===== config.mk =====
export PLATFORM = sky130hd
export DESIGN_NAME = jtag_tap_master
export DESIGN_NICKNAME = d
export VERILOG_FILES = /design/src/rtl/jtag_master_pkg.sv /design/src/rtl/jtag_tck_gen.sv /design/src/rtl/jtag_tap_master.sv
export SDC_FILE = /design/constraint.sdc
export NUM_CORES = 1
export LEC_CHECK = 0
export CORE_ASPECT_RATIO = 1.2
export CORE_MARGIN = 1
export CORE_UTILIZATION = 57
export CTS_BUF_LIST = sky130_fd_sc_hd__clkbuf_4
export CTS_CLUSTER_SIZE = 25
export DETAILED_ROUTE_END_ITERATION = 10
export PLACE_DENSITY = 0.83
export SLEW_MARGIN = 40
export SYNTH_ARGS = -nofsm -noshare
export SYNTH_HDL_FRONTEND = slang
export SYNTH_SLANG_ARGS = --single-unit

===== constraint.sdc =====
create_clock -name clk_i -period 2.9 [get_ports clk_i]
set_input_delay 0.58 -clock clk_i [delete_from_list [all_inputs] [get_ports clk_i]]
set_output_delay 0.58 -clock clk_i [all_outputs]
set_load 0.05 [all_outputs]

===== src/rtl/jtag_master_pkg.sv =====
// Shared encodings for the JTAG TAP master: FSM states and the fixed TMS
// walks used to move the remote TAP between Run-Test/Idle and the shift states.
package jtag_master_pkg;

    typedef logic [2:0] state_t;

    localparam state_t ST_TLR   = 3'd0;
    localparam state_t ST_IDLE  = 3'd1;
    localparam state_t ST_PRE   = 3'd2;
    localparam state_t ST_SHIFT = 3'd3;
    localparam state_t ST_POST  = 3'd4;
    localparam state_t ST_DONE  = 3'd5;

    // TMS patterns are stored bit 0 first (bit 0 goes out on the first TCK)
    localparam logic [3:0] PRE_DR_TMS = 4'b0001;
    localparam logic [3:0] PRE_IR_TMS = 4'b0011;
    localparam int         PRE_DR_LEN = 3;
    localparam int         PRE_IR_LEN = 4;
    localparam logic [1:0] POST_TMS   = 2'b01;
    localparam int         POST_LEN   = 2;
    localparam int         TLR_LEN    = 6;

endpackage


===== src/rtl/jtag_tck_gen.sv =====
// TCK generator: toggles tck every CLK_DIV cycles while run is high and
// flags which toggle is a rising or falling TCK edge.
module jtag_tck_gen #(
    parameter int CLK_DIV = 4
) (
    input  logic clk_i,
    input  logic rst_i,
    input  logic run,
    output logic tck,
    output logic rise,
    output logic fall
);

    localparam int CW = (CLK_DIV > 1) ? $clog2(CLK_DIV) : 1;

    logic [CW-1:0] cnt;
    logic          tick;

    assign tick = run && (cnt == CW'(CLK_DIV - 1));
    assign rise = tick && !tck;
    assign fall = tick && tck;

    // Dropping run parks TCK low with a fresh count, so every scan starts alike
    always_ff @(posedge clk_i) begin
        if (rst_i || !run) begin
            cnt <= '0;
            tck <= 1'b0;
        end else if (tick) begin
            cnt <= '0;
            tck <= ~tck;
        end else begin
            cnt <= cnt + CW'(1);
        end
    end

endmodule


===== src/rtl/jtag_tap_master.sv =====
// Fabric-side JTAG initiator: walks the remote 1149.1 TAP from Run-Test/Idle
// through one complete IR or DR scan per command and returns the captured TDO bits.
//
// state | meaning
// TLR   | TMS=1 for 5 TCKs then TMS=0 once, remote TAP ends in Run-Test/Idle
// IDLE  | remote TAP parked in Run-Test/Idle, TCK low, accepting commands
// PRE   | TMS walk from Run-Test/Idle into Shift-DR / Shift-IR
// SHIFT | one TCK per data bit, TMS=1 on the last bit
// POST  | TMS 1,0 through Update back to Run-Test/Idle
// DONE  | one cycle: pulse rsp_valid_o, publish captured data
module jtag_tap_master
    import jtag_master_pkg::*;
#(
    parameter int CLK_DIV = 4,
    parameter int MAX_LEN = 32,
    parameter int LEN_W   = 6
) (
    input  logic               clk_i,
    input  logic               rst_i,
    input  logic               cmd_valid_i,
    output logic               cmd_ready_o,
    input  logic               cmd_tlr_i,
    input  logic               cmd_ir_i,
    input  logic [LEN_W-1:0]   cmd_len_i,
    input  logic [MAX_LEN-1:0] cmd_data_i,
    output logic               rsp_valid_o,
    output logic [MAX_LEN-1:0] rsp_data_o,
    output logic               tck_o,
    output logic               tms_o,
    output logic               tdi_o,
    input  logic               tdo_i
);

    state_t             state;
    logic [LEN_W-1:0]   idx;
    logic [LEN_W-1:0]   len;
    logic               is_tlr;
    logic               is_ir;
    logic [MAX_LEN-1:0] tx;
    logic [MAX_LEN-1:0] rx;
    logic [3:0]         pat;
    logic               run;
    logic               rise;
    logic               fall;
    logic [LEN_W-1:0]   len_sat;
    logic [LEN_W-1:0]   len_last;
    logic [LEN_W-1:0]   pre_last;

    assign run = (state == ST_TLR) || (state == ST_PRE) ||
                 (state == ST_SHIFT) || (state == ST_POST);
    assign cmd_ready_o = (state == ST_IDLE);
    assign len_sat  = (cmd_len_i > LEN_W'(MAX_LEN)) ? LEN_W'(MAX_LEN) : cmd_len_i;
    assign len_last = len - LEN_W'(1);
    assign pre_last = is_ir ? LEN_W'(PRE_IR_LEN - 1) : LEN_W'(PRE_DR_LEN - 1);

    jtag_tck_gen #(.CLK_DIV(CLK_DIV)) u_tck_gen (
        .clk_i (clk_i),
        .rst_i (rst_i),
        .run   (run),
        .tck   (tck_o),
        .rise  (rise),
        .fall  (fall)
    );

    // TMS/TDI change only on falling ticks, always carrying the value for the next TCK cycle
    always_ff @(posedge clk_i) begin
        if (rst_i) begin
            state       <= ST_TLR;
            idx         <= '0;
            len         <= '0;
            is_tlr      <= 1'b0;
            is_ir       <= 1'b0;
            tx          <= '0;
            rx          <= '0;
            pat         <= '0;
            tms_o       <= 1'b1;
            tdi_o       <= 1'b0;
            rsp_valid_o <= 1'b0;
            rsp_data_o  <= '0;
        end else begin
            rsp_valid_o <= 1'b0;
            case (state)
                ST_IDLE: begin
                    tms_o <= 1'b0;
                    tdi_o <= 1'b0;
                    if (cmd_valid_i) begin
                        idx    <= '0;
                        is_tlr <= cmd_tlr_i;
                        is_ir  <= cmd_ir_i;
                        len    <= len_sat;
                        tx     <= cmd_data_i;
                        rx     <= '0;
                        if (cmd_tlr_i) begin
                            state <= ST_TLR;
                            tms_o <= 1'b1;
                        end else if (len_sat == '0) begin
                            state <= ST_DONE;
                        end else begin
                            state <= ST_PRE;
                            tms_o <= 1'b1;
                            pat   <= cmd_ir_i ? (PRE_IR_TMS >> 1) : (PRE_DR_TMS >> 1);
                        end
                    end
                end
                ST_TLR: begin
                    if (fall) begin
                        if (idx == LEN_W'(TLR_LEN - 1)) begin
                            tms_o <= 1'b0;
                            state <= is_tlr ? ST_DONE : ST_IDLE;
                        end else begin
                            idx   <= idx + LEN_W'(1);
                            tms_o <= (idx != LEN_W'(TLR_LEN - 2));
                        end
                    end
                end
                ST_PRE: begin
                    if (fall) begin
                        if (idx == pre_last) begin
                            state <= ST_SHIFT;
                            idx   <= '0;
                            tms_o <= (len == LEN_W'(1));
                            tdi_o <= tx[0];
                            tx    <= tx >> 1;
                        end else begin
                            idx   <= idx + LEN_W'(1);
                            tms_o <= pat[0];
                            pat   <= pat >> 1;
                        end
                    end
                end
                ST_SHIFT: begin
                    for (int i = 0; i < MAX_LEN; i++) begin
                        if (rise && idx == LEN_W'(i))
                            rx[i] <= tdo_i;
                    end
                    if (fall) begin
                        if (idx == len_last) begin
                            state <= ST_POST;
                            idx   <= '0;
                            tms_o <= POST_TMS[0];
                            tdi_o <= 1'b0;
                        end else begin
                            idx   <= idx + LEN_W'(1);
                            tms_o <= ((idx + LEN_W'(1)) == len_last);
                            tdi_o <= tx[0];
                            tx    <= tx >> 1;
                        end
                    end
                end
                ST_POST: begin
                    if (fall) begin
                        if (idx == LEN_W'(POST_LEN - 1)) begin
                            state <= ST_DONE;
                            tms_o <= 1'b0;
                        end else begin
                            idx   <= idx + LEN_W'(1);
                            tms_o <= POST_TMS[1];
                        end
                    end
                end
                ST_DONE: begin
                    rsp_valid_o <= 1'b1;
                    if (!is_tlr)
                        rsp_data_o <= rx;
                    state <= ST_IDLE;
                end
                default: state <= ST_TLR;
            endcase
        end
    end

endmodule


==> impl_metrics.yaml <==
routing:
  drc: 0
  ant_nets: 0
  first_pass_iters: 8
  routed_wl_mm: 13.4
  via_per_inst: 5.98
  dr.first_iter.drc_count: 427
  vias: 5127
  wire_per_inst_um: 15.6
synth:
  synth.distinct_cells: 52
  synth_edf_count: 0
  synth_flop_cell: "dfxtp_1"
  synth_top_family_by_area: "compound AO/OA/AOI/OAI gates"
  ys_warn_count: 0
  synth_adder_area_share: 0.0170
  synth-simple-area-share: 0.171
  synth_xor_area_frac: 0.0307
  synthCells: 669
  syn_nets: 720
  syn_avg_cell_area_um2: 8.60
  ys_async_sr_fraction: 0
  ys_seq_area_frac: 0.418
  synthMuxAreaShare: 0.113
  ys_ff_latch: 120
  synth_compound_area_frac: 0.204
  syn_area_um2: 5750
timing:
  timing.slew.headroom: 0.502
  tightest_slew_ns: 0.748
  post-route-min-period_ns: 2.64
  final_max_slew_viol_count: 0
  grt_setup_unrepaired: "no"
  fin_crit_sh: 0.912
  fin_tns_setup_ns: 0
  setup_viol: 0
  hold_viol: 0
  fin_skew_ns: 0.0134
  max_freq_mhz: 378
layout:
  final_util: 0.713
  final_layout_size_suffix_gt1_frac: 0.0857
  fin_nets: 773
  n_antenna_cell: 0
  layout.cells.non_filler: 858
  areaGrowthSynthToFinish_pct: 19.7
power_and_ir_drop:
  swShare: 0.245
  p_int_uw: 2160
  ir_drop_mv: 0.273
  p_comb_frac: 0.045
  power_frac_seq: 0.579
  finalPower_uw: 2860
  clockPowerShare: 0.376
  powerDensity_nw_per_um2: 415
  p_switching_uw: 701
  p_leak_uw: 0.00232
worst_hold_path:
  holdPathEnd: "u_tck_gen.cnt[0]"
  worstHoldPathType: "flip-flop to flip-flop"
  hold_depth: 1
  min_from: "u_tck_gen.cnt[0]"
floorplan:
  die_y_um: 112
  num_io_pins: 81
  num_rows: 39
  core_area_um2: 9660
  dieArea_um2: 10500
  initial_core_util: 0.595
  die_w_um: 93.7
worst_setup_path:
  rrSetupSlack_ns: 0.26
  cp_data_required_time_ns: 3.35
  critical_path_class: "flip-flop to flip-flop"
  cp-end-kind: "flip-flop"
  timing.rr.start: "len[2]"
  crit_path_start_kind: "flip-flop"
  rr_endpoint: "tx[3]"
  path_max_fanout: 62
  ff2ff_path_depth: 7
  arrival_ns: 3.09
cts:
  clock_sinks: 120
  cts_setup_buffers: 0
  cts_resized: 0
  cts_tree: "built"
  clk_latency_ns: 0.54
  cts_inserted_buffers: 17
  path_clk_slew_ns: 0.11
  root_buffer: "clkbuf_4"
  clockBufferDepth: 2
  htreeDepth: 4
  hold_buffers: 0
global_routing:
  grt_usage: 0.262
  first_global_vias: 4724
  globalRouteOverflowTotal: 0
  grt_max_degree: 73
  grt_pass1_wl_mm: 21.9
  antenna_found_initial: 0
flow_run:
  maxCapViolations: 0
placement:
  dp_hpwl_mm: 8.95
  io_buffers: 80
  gp_congestion: 0.924
  place_inst: 826
status:
  outcome: "complete, no violations"
## cell usage after synthesis (all sizes together), types with 3 or more instances
master / instances / share of area
a211oi: 6 / 0.0078
a31oi: 18 / 0.020
and3: 5 / 0.0054
mux2i: 65 / 0.11
a21oi: 85 / 0.074
nor2b: 10 / 0.011
nand3: 4 / 0.0035
and2: 4 / 0.0043
nor4: 7 / 0.0076
xor2: 8 / 0.012
ha: 7 / 0.015
xnor2: 7 / 0.011
nor4b: 5 / 0.010
o31ai: 3 / 0.0048
nor2: 44 / 0.029
o211ai: 3 / 0.0039
nand2b: 6 / 0.0065
a211o: 3 / 0.0046
buf: 11 / 0.0087
clkbuf: 51 / 0.033
dfxtp: 120 / 0.42
nor3: 9 / 0.0078
nand3b: 8 / 0.010
inv: 7 / 0.0046
o21ai: 21 / 0.018
or3: 4 / 0.0052
nand2: 90 / 0.059
a311oi: 32 / 0.049
## through the flow
step	setup slack [ns]	hold slack, ns	instance area, um^2
after floorplan	0.402	0.398	5750
after global placement	0.340	0.407	6640
after detailed placement	0.235	0.425	6640
after CTS	0.299	0.442	6880
after global routing	0.0968	0.453	6880
final	0.257	0.437	6880
## how the worst max path moves through the flow
| stage | startpoint | cells past startpoint | to | slack [ns] |
|---|---|---|---|---|
| 5_1_grt | len[1] | 9 | tx[27] | 0.1 |
| 3_5_place_dp | cmd_valid_i | 8 | tx[12] | 0.24 |
| 2_1_floorplan | len[0] | 9 | state[2] | 0.40 |
| 3_3_place_gp | cmd_valid_i | 8 | tx[30] | 0.34 |
| 6_report | len[2] | 7 | tx[3] | 0.26 |
| 4_1_cts | len[2] | 7 | tx[3] | 0.30 |
## worst max-delay path: stages, from the launching register on
cell      delay [ns]
dfxtp_1         0.42
or3_4           0.44
nor4_1          0.54
nor4b_4         0.11
nand3_2         0.11
buf_4           0.48
a21oi_1         0.14
a311oi_1        0.29
## sequential cells by signal (all words and copies together) (netlist names)
name / cells
rsp_valid_o: 1
tx: 32
rx: 32
tdi_o: 1
is_ir: 1
state: 3
idx: 6
len: 6
tms_o: 1
is_tlr: 1
u_tck_gen.cnt: 2
pat: 1
rsp_data_o: 32
u_tck_gen.tck: 1
## cell families (layout without fill, tap and decap cells)
group	count (synthesis)	in the layout
adders and majority gates	8	8
and+or+nand+nor	204	204
buffers and inverters	69	135
muxes	65	65
DFF	120	120
xor gates and xnor gates	17	17
AOI/OAI and AO/OA	186	186
## cell type report
type	instances	area [um^2]
Clock inverter	13	106
Inverter	7	26.3
Timing Repair Buffer	96	941
Multi-Input combinational cell	480	3110
Tap cell	123	154
Fill cell	767	2780
Clock buffer	19	143
Sequential cell	120	2400
## cell usage in the layout, fill, tap and decap left out, types with 4 or more instances in the layout
master	netlist	routed
dfxtp_1	120	120
nand2_1	90	90
a21oi_1	85	85
clkdlybuf4s50_1	0	78
mux2i_1	65	65
nor2_1	44	43
a311oi_1	32	32
o21ai_0	21	21
clkbuf_4	0	19
a31oi_1	18	18
buf_4	0	16
nor3_1	9	9
nor2b_1	10	8
nand3b_1	8	8
xor2_1	8	8
inv_1	7	7
xnor2_1	7	7
nor4_1	7	7
ha_1	7	7
nand2b_1	6	6
a211oi_1	6	6
and3_1	5	5
clkinv_2	0	5
and2_1	4	4
clkinvlp_4	0	4
## metal layers
metal | share of wire | vias to the layer above | track usage | routed length, um
met5 | 0 | - | 0 | 0
met2 | 0.48 | 175 | 0.416 | 6420
met3 | 0.059 | 30 | 0.0854 | 785
met1 | 0.44 | 2409 | 0.325 | 5820
met4 | 0.026 | 0 | 0.112 | 348
li1 | - | 2513 | - | -
## power groups by stage
| stage | Clock, uW | Sequential [uW] | Combinational [uW] |
|---|---|---|---|
| after global routing | 1160 | 1660 | 141 |
| after detailed placement | 0 | 1690 | 128 |
| after floorplan | 0 | 1700 | 48.1 |
| after CTS | 1090 | 1660 | 129 |
| after global placement | 0 | 1690 | 126 |
| final | 1070 | 1660 | 130 |
Note: power is estimated with default switching activity, not from simulation.
